## config.mk

```make
export PLATFORM = sky130hd
export DESIGN_NAME = core_alu_arb
export DESIGN_NICKNAME = d
export VERILOG_FILES = /design/src/rtl/core_alu_arb.sv
export SDC_FILE = /design/constraint.sdc
export NUM_CORES = 1
export LEC_CHECK = 0
export CORE_AREA = 2 2 113 115
export DETAILED_ROUTE_END_ITERATION = 10
export DIE_AREA = 0 0 115 117
export GPL_TIMING_DRIVEN = 0
export HOLD_SLACK_MARGIN = 0.02
export RECOVER_POWER = 100
export SYNTH_ARGS = -nofsm -noshare
export SYNTH_HDL_FRONTEND = slang
export SYNTH_SLANG_ARGS = --single-unit
export TNS_END_PERCENT = 1
```

## constraint.sdc

```tcl
create_clock -name clk -period 3.63 [get_ports clk]
set_input_delay 0.726 -clock clk [delete_from_list [all_inputs] [get_ports clk]]
set_output_delay 0.726 -clock clk [all_outputs]
set_load 0.005 [all_outputs]
```

## src/rtl/core_alu_arb.sv

```systemverilog
// core_alu_arb: two-port arbiter/sequencer for one shared combinational ALU.
// Ports: req0_*/req1_* requests, alu_* shared ALU drive/return, rsp_* response.
module core_alu_arb #(
  parameter int XLEN         = 32,
  parameter int PRIO_MODE    = 0,
  parameter int STARVE_LIMIT = 8
) (
  input  logic            clk,
  input  logic            rst_n,
  input  logic            req0_valid,
  output logic            req0_ready,
  input  logic [XLEN-1:0] req0_src1,
  input  logic [XLEN-1:0] req0_src2,
  input  logic [3:0]      req0_alu_op,
  input  logic [2:0]      req0_brnch_cnd,
  input  logic            req1_valid,
  output logic            req1_ready,
  input  logic [XLEN-1:0] req1_src1,
  input  logic [XLEN-1:0] req1_src2,
  input  logic [3:0]      req1_alu_op,
  input  logic [2:0]      req1_brnch_cnd,
  output logic [XLEN-1:0] alu_src1,
  output logic [XLEN-1:0] alu_src2,
  output logic [3:0]      alu_op,
  output logic [2:0]      alu_brnch_cnd,
  input  logic [XLEN-1:0] alu_result,
  input  logic            alu_brnch_takenn,
  output logic            rsp_valid,
  input  logic            rsp_ready,
  output logic            rsp_id,
  output logic [XLEN-1:0] rsp_result,
  output logic            rsp_taken
);

  localparam logic [7:0] SLIM = 8'(STARVE_LIMIT);

  logic       out_free;
  logic       grant0;
  logic       grant1;
  logic       accept;
  logic       rr_last;
  logic [7:0] starve_cnt;

  // Response slot is free if empty or being drained this cycle.
  assign out_free = !rsp_valid || rsp_ready;

  always_comb begin
    grant0 = 1'b0;
    grant1 = 1'b0;
    if (out_free) begin
      if (req0_valid && req1_valid) begin
        if (PRIO_MODE == 0) begin
          // rr_last=1 means port 1 went last, so port 0 wins.
          grant0 = rr_last;
          grant1 = !rr_last;
        end else begin
          grant1 = (starve_cnt == SLIM);
          grant0 = !grant1;
        end
      end else begin
        grant0 = req0_valid;
        grant1 = req1_valid;
      end
    end
  end

  assign req0_ready = grant0;
  assign req1_ready = grant1;
  assign accept     = grant0 || grant1;

  always_comb begin
    alu_src1      = '0;
    alu_src2      = '0;
    alu_op        = '0;
    alu_brnch_cnd = '0;
    unique case (1'b1)
      grant0: begin
        alu_src1      = req0_src1;
        alu_src2      = req0_src2;
        alu_op        = req0_alu_op;
        alu_brnch_cnd = req0_brnch_cnd;
      end
      grant1: begin
        alu_src1      = req1_src1;
        alu_src2      = req1_src2;
        alu_op        = req1_alu_op;
        alu_brnch_cnd = req1_brnch_cnd;
      end
      default: ;
    endcase
  end

  always_ff @(posedge clk or negedge rst_n) begin
    if (!rst_n) begin
      rsp_valid  <= 1'b0;
      rsp_id     <= 1'b0;
      rsp_result <= '0;
      rsp_taken  <= 1'b0;
      rr_last    <= 1'b1;
    end else if (accept) begin
      rsp_valid  <= 1'b1;
      rsp_id     <= grant1;
      rsp_result <= alu_result;
      rsp_taken  <= alu_brnch_takenn;
      rr_last    <= grant1;
    end else if (rsp_ready) begin
      rsp_valid  <= 1'b0;
    end
  end

  // Counts cycles port 1 waits while valid; saturates at the limit.
  always_ff @(posedge clk or negedge rst_n) begin
    if (!rst_n) begin
      starve_cnt <= '0;
    end else if (PRIO_MODE == 0) begin
      starve_cnt <= '0;
    end else if (req1_valid && !grant1) begin
      if (starve_cnt < SLIM) begin
        starve_cnt <= starve_cnt + 8'd1;
      end
    end else begin
      starve_cnt <= '0;
    end
  end

endmodule

```

==> results by group, run 1 <==
Route
  • Iteration-0 DRC Markers: 79
  • WL per Instance: 20.6 um
  • Total Wirelength: 12700 um
  • DRC Markers: 0
  • Via count: 2724
  • Post-route ant nets: 0
  • Drt pass-1 iters: 4
  • Via-per-instance ratio: 4.40

Logic synthesis
  • Post-synth top area share: 38.6%
  • #FFs+latches synth: 36
  • Sequential share of the synthesized area: 39.7%
  • Most numerous cell in the Yosys netlist: a22o_1
  • Syn avg cell area: 13.4 um2
  • Area leader, netlist: dfrtp_1
  • Synth top area cells: dfrtp_1, a22o_1, mux2_4
  • Post-synth EDFFs: 0
  • Mapped Area: 0.00227 mm2
  • Cells after Synth: 170
  • Net Count, Synth: 350
  • Dominant synthesized flop cell: dfrtp_1
  • Distinct cells, synth: 17
  • Commonest cells post-synth: a22o_1, dfrtp_1, mux2_4
  • Yosys warns: 0
  • Async SR Flop Fraction: 100%

STA
  • Fin Setup TNS: 0 ns
  • Worst-Margin Slew: 1.89 ns
  • Slew margin rel.: -26.2%
  • Slew Viols, Final: 37
  • Worst Clk Skew: 0.00424 ns
  • Unrepaired setup endpoints after global routing: no
  • WHS: 0.480 ns
  • Final Cycle Share: 95.8%
  • Fin. Hold Viols: 0
  • Final setup violation count: 0
  • F_max: 288 MHz
  • Minimum clock period: 3.48 ns

Global route
  • Grt met2 use: 31.8%
  • Vias in the first global route: 2752
  • First-pass GRT wire length: 17700 um
  • Total grt overflow: 0
  • Pin count of the biggest net entering global routing: 37
  • GR Layer Usage met1: 21.2%
  • Met3 Use GR: 5.15%
  • Busiest grt layer: met2
  • Total track usage: 18.1%
  • Initial antenna violation count: 4

Status
  • Violated checks: max-capacitance violations, max-slew violations
  • Status: finished with violations

Floorplanning
  • Die X: 115 um
  • Die Ht: 117 um
  • Initial core utilization: 18.4%
  • Core area: 0.0123 mm2
  • I/O pins: 288
  • Row cnt: 41
  • Area of the die: 0.0135 mm2

Worst setup path
  • CP arrival: 2.75 ns
  • Critical path class: in -> out
  • Endpoint type of the worst setup path: output pin
  • Startpoint types: input port
  • Critical-path maximum fanout: 10
  • CP required: 2.90 ns
  • FF-to-FF setup slack: 1.74 ns

CTS
  • Cts repair resizes: 0
  • CTS Buf Count: 5
  • Cts hold-fix bufs: 0
  • CTS tree: built
  • Max clock buf depth: 2
  • Post-CTS setup buffers: 0
  • # clock sinks: 36
  • Root buffer cell: clkbuf_16
  • # H-tree levels: 2
  • Worst-skew pair later-pin latency: 0.27 ns
  • Clock Pin Slew Worst Setup and Hold Paths: 0.06 ns

Power and ir drop
  • P_leak: 2.28 nW
  • Pwr dens: 307 mW/mm2
  • Worst IR Drop VDD: 165 uV

Finish
  • Fin area: 0.00534 mm2
  • Layout cells sized above 1: 7.10%
  • P&R area growth vs syn: 135%
  • Nets: 644
  • Final cell count without fillers: 619

Place
  • Final HPWL DP: 11200 um
  • Placed cell area: 0.00533 mm2
  • GP Congestion: 0.891
  • IO Port Bufs: 287
  • Placed Cells: 607

Run
  • Max-cap violations: 1

Hold path
  • Min-delay worst type: reg -> reg
## report_power, final
part | switching (mW) | leakage [nW] | internal [mW]
clock network | 0.161 | 0.0736 | 0.253
logic | 0.243 | 1.79 | 0.486
registers | 0.0312 | 0.418 | 0.463
total | 0.435 | 2.28 | 1.20
## final cells by class
class,instances,area (um2)
Antenna cell,4,10.0
Buffer,20,148
Clock buffer,5,125
Clock inverter,3,18.8
Fill cell,1225,6980
Multi-Input combinational cell,114,1080
Sequential cell,36,902
Tap cell,150,188
Timing Repair Buffer,287,2870
## path summary, 6_finish.rpt
path / from / end / depth (start not counted)
max in group asynchronous: rst_n / rsp_result[25] / 1
setup reg to reg: rsp_valid / rsp_result[29] / 5
hold reg to reg: rsp_result[6] / rsp_result[6] / 1
setup / recovery: req1_valid / alu_src1[17] / 6
min in group asynchronous: rst_n / rsp_result[12] / 1
hold / removal: rsp_result[6] / rsp_result[6] / 1
## critical path, cell delays in order
cell and delay (ns):
dlygate4sd3_1 0.59, and3_1 0.18, buf_4 0.18, clkbuf_2 0.25, a22o_1 0.23, dlygate4sd3_1 0.58
## metrics by stage
step	setup slack (ns)	util [%]	power (mW)
floorplan	1.38	-	0.787
CTS	0.155	44.4	1.77
detailed placement	0.155	43.3	1.35
global placement	0.172	43.3	1.34
global route	0.0586	43.3	1.73
finish	0.153	43.3	1.64
## state kept, by name, indices dropped and copies added, names as in the netlist
| name | count |
|---|---|
| rsp_result | 32 |
| rsp_id | 1 |
| rr_last | 1 |
| rsp_taken | 1 |
| rsp_valid | 1 |
## logic make-up after synthesis
group	after synthesis	synth area share [%]
buffers and inverters	20	8.32
DFF	36	39.7
and+or+nand+nor	6	1.98
muxes	33	21.3
AOI/OAI and AO/OA	75	28.6
## cell usage in the layout (no fill, tap or decap)
cell and instances:
clkdlybuf4s50_1 188, dlygate4sd3_1 98, a22o_1 71, dfrtp_1 35, mux2_1 27, buf_6 8
buf_2 5, clkbuf_1 5, clkbuf_16 5, diode_2 4, mux2_4 3, mux2_2 3
nand2_1 2, clkbuf_2 2, a21o_1 2, clkinv_2 2, nand2b_1 1, nand2b_4 1
and3_4 1, and3_1 1, buf_4 1, o21a_1 1, o21ai_0 1, clkinv_4 1
dfstp_2 1
## metal layers
metal	wire, um	share of wire, %
met1	4890	38
met2	6290	49
met3	1290	10
met4	268	2.1
met5	0	0
No activity file was read; power rests on OpenSTA's default activity.
==> run 2: changes to the inputs <==
CELL_PAD_IN_SITES_DETAIL_PLACEMENT = 0   (was default)
CELL_PAD_IN_SITES_GLOBAL_PLACEMENT = 1   (was default)
CORE_AREA = default   (was 2 2 113 115)
CORE_MARGIN = 2   (was default)
CORE_UTILIZATION = 19   (was default)
DIE_AREA = default   (was 0 0 115 117)
PLACE_DENSITY_LB_ADDON = 0.1   (was default)
==> results by group, run 2 (synthesized netlist as in run 1, its figures left out) <==
Finish
  • Top reg by flops: rsp_result
  • Layout cells sized above 1: 7.10% (unchanged)
  • Most common cell after layout, fill and taps aside: clkdlybuf4s50_1
  • Nets: 644 (unchanged)
  • Utilization after layout: 46.5% (+3.1 points)
  • Largest register FFs: 32 (unchanged)
  • Final cell count without fillers: 609 (-1.6%)
  • P&R area growth vs syn: 136%
  • Highest-count cells in the layout ignoring fill and taps: clkdlybuf4s50_1, dlygate4sd3_1, a22o_1

Worst setup path
  • CP Cell Sequence: dlygate4sd3_1 -> nand2b_1 -> and3_4 -> buf_6 -> clkbuf_2 -> a22o_1 -> dlygate4sd3_1
  • CP dominant cell by count: dlygate4sd3_1
  • CP arrival: 2.73 ns (-0.02 ns)
  • CP max-delay cell: dlygate4sd3_1
  • Reg2reg start: rsp_valid
  • CP Launch Point: req1_valid
  • CP top delay family: buffers and inverters
  • Critical path endpoint: alu_op[3]
  • Critical-path maximum fanout: 10 (unchanged)
  • R2R Path End: rsp_result[21]
  • Crit path largest cell delay: 0.59 ns (about the same)
  • Critical path class: in -> out
  • FF-to-FF setup slack: 1.75 ns (about the same)
  • Startpoint types: input port
  • CP bufs+invs: 4 (unchanged)
  • Worst R2R Path Depth: 5 (unchanged)
  • CP required: 2.90 ns (about the same)
  • Endpoint type of the worst setup path: output pin
  • Crit path depth: 7 (+1)

Route
  • Drt pass-1 iters: 6 (+2)
  • Via count: 2682 (-1.5%)
  • Post-route ant nets: 0 (unchanged)
  • Iteration-0 DRC Markers: 92 (+16%)
  • Total Wirelength: 11100 um (-13%)
  • Via-per-instance ratio: 4.40 (about the same)
  • DRC Markers: 0 (unchanged)
  • WL per Instance: 18.2 um (-12%)

Floorplanning
  • I/O pins: 288 (unchanged)
  • Row cnt: 39 (-4.9%)
  • Die Ht: 113 um (-3.2%)
  • Die X: 113 um (-1.5%)
  • Area of the die: 0.0128 mm2 (-4.6%)
  • Initial core utilization: 19.7% (+1.3 points)
  • Core area: 0.0115 mm2 (-6.5%)

Place
  • Placed Cells: 600 (-1.2%)
  • IO Port Bufs: 287 (unchanged)
  • GP Congestion: 0.786 (-12%)
  • Post-Place Worst Slack: 0.264 ns (+0.109 ns)
  • Final HPWL DP: 9350 um (-16%)

STA
  • Unrepaired setup endpoints after global routing: no
  • Worst Clk Skew: 0.00466 ns (+0.000420 ns)
  • Slew Viols, Final: 37 (unchanged)
  • Worst-Margin Slew: 1.93 ns (+0.0339 ns)
  • Final Cycle Share: 95.1% (-0.66 points)
  • Fin Setup TNS: 0 ns (unchanged)
  • Final setup violation count: 0 (unchanged)
  • Slew margin rel.: -28.4% (-2.3 points)
  • Minimum clock period: 3.45 ns (-0.0239 ns)
  • Setup WS post-layout: 0.177 ns (+0.0239 ns)
  • F_max: 290 MHz (+0.69%)
  • Fin. Hold Viols: 0 (unchanged)

Run
  • Max-cap violations: 1 (unchanged)

Global route
  • First-pass GRT wire length: 15900 um (-10%)
  • Total grt overflow: 0 (unchanged)
  • Total track usage: 15.9% (-2.2 points)
  • Vias in the first global route: 2739 (-0.47%)
  • Initial antenna violation count: 1 (-3)
  • Pin count of the biggest net entering global routing: 37 (unchanged)

Power and ir drop
  • P_leak: 2.25 nW (-1.1%)
  • Worst IR Drop VDD: 174 uV (+5.1%)
  • Pwr dens: 323 mW/mm2 (+5.1%)

CTS
  • Worst-skew pair later-pin latency: 0.27 ns (about the same)
  • CTS Buf Count: 5 (unchanged)
  • Clock Pin Slew Worst Setup and Hold Paths: 0.05 ns (about the same)
  • CTS tree: built
  • Max clock buf depth: 2 (unchanged)
  • Cts repair resizes: 0 (unchanged)
  • # H-tree levels: 2 (unchanged)
  • Post-CTS setup buffers: 0 (unchanged)
  • Root buffer cell: clkbuf_16
  • Cts hold-fix bufs: 0 (unchanged)
  • # clock sinks: 36 (unchanged)

Status
  • Violated checks: max-capacitance violations, max-slew violations
  • Status: finished with violations

Hold path
  • Min-delay worst type: reg -> reg
run 2: cell types whose count changed in the layout (fill, tap and decap cells not counted), sizes merged:
cell and change:
clkinv -3, clkdlybuf4s50 +19, bufinv +1, dlygate4sd3 -19
diode -3, buf -3, clkbuf +5
run 2: how the worst min path moves through the flow:
stage          slack [ns]           start  cells after the start             end
2_1_floorplan        0.43           rst_n                      0          rsp_id
3_3_place_gp         0.46          rsp_id                      1          rsp_id
3_5_place_dp         0.47          rsp_id                      1          rsp_id
4_1_cts              0.48          rsp_id                      1          rsp_id
5_1_grt              0.50  rsp_result[23]                      1  rsp_result[23]
6_report             0.47          rsp_id                      1          rsp_id
run 2: layout make-up:
type | instances | area (um2)
clock inverter | 1 | 30.0
antenna | 1 | 2.50
timing repair buffer | 287 | 2870
clock buffer | 7 | 153
multi-input combinational | 114 | 1080
buffer | 20 | 141
tap | 143 | 179
sequential | 36 | 902
fill | 1100 | 6160
run 2: metrics by stage:
| stage | hold WS, ns | area [um2] | power, mW |
|---|---|---|---|
| CTS | 0.482 | 5500 | 1.86 |
| floorplan | 0.430 | 2270 | 0.787 |
| global route | 0.505 | 5350 | 1.82 |
| finish | 0.473 | 5350 | 1.73 |
| global placement | 0.464 | 5320 | 1.33 |
| detailed placement | 0.469 | 5320 | 1.33 |
run 2: routing by layer:
metal	track usage [%]	wire, um	up-vias	part of all wire [%]
met5	0	0	-	0
met4	2.85	107	0	0.97
met3	4.23	842	8	7.6
met2	30.9	6080	129	55
met1	17.3	4050	1276	37
li1	-	-	1269	-
run 2: worst register-to-register path, stage by stage (launching register included):
cell	delay, ns
dfrtp_1	0.40
nand2b_4	0.09
o21a_1	0.11
clkbuf_1	0.27
clkbuf_1	0.51
mux2_1	0.38
run 2: power breakdown:
| part | switching [mW] | leakage (nW) | total [mW] | internal [mW] |
|---|---|---|---|---|
| clock network | 0.156 | 0.0901 | 0.517 | 0.361 |
| registers | 0.0286 | 0.418 | 0.491 | 0.463 |
| logic | 0.225 | 1.74 | 0.718 | 0.493 |
| total | 0.409 | 2.25 | 1.73 | 1.32 |
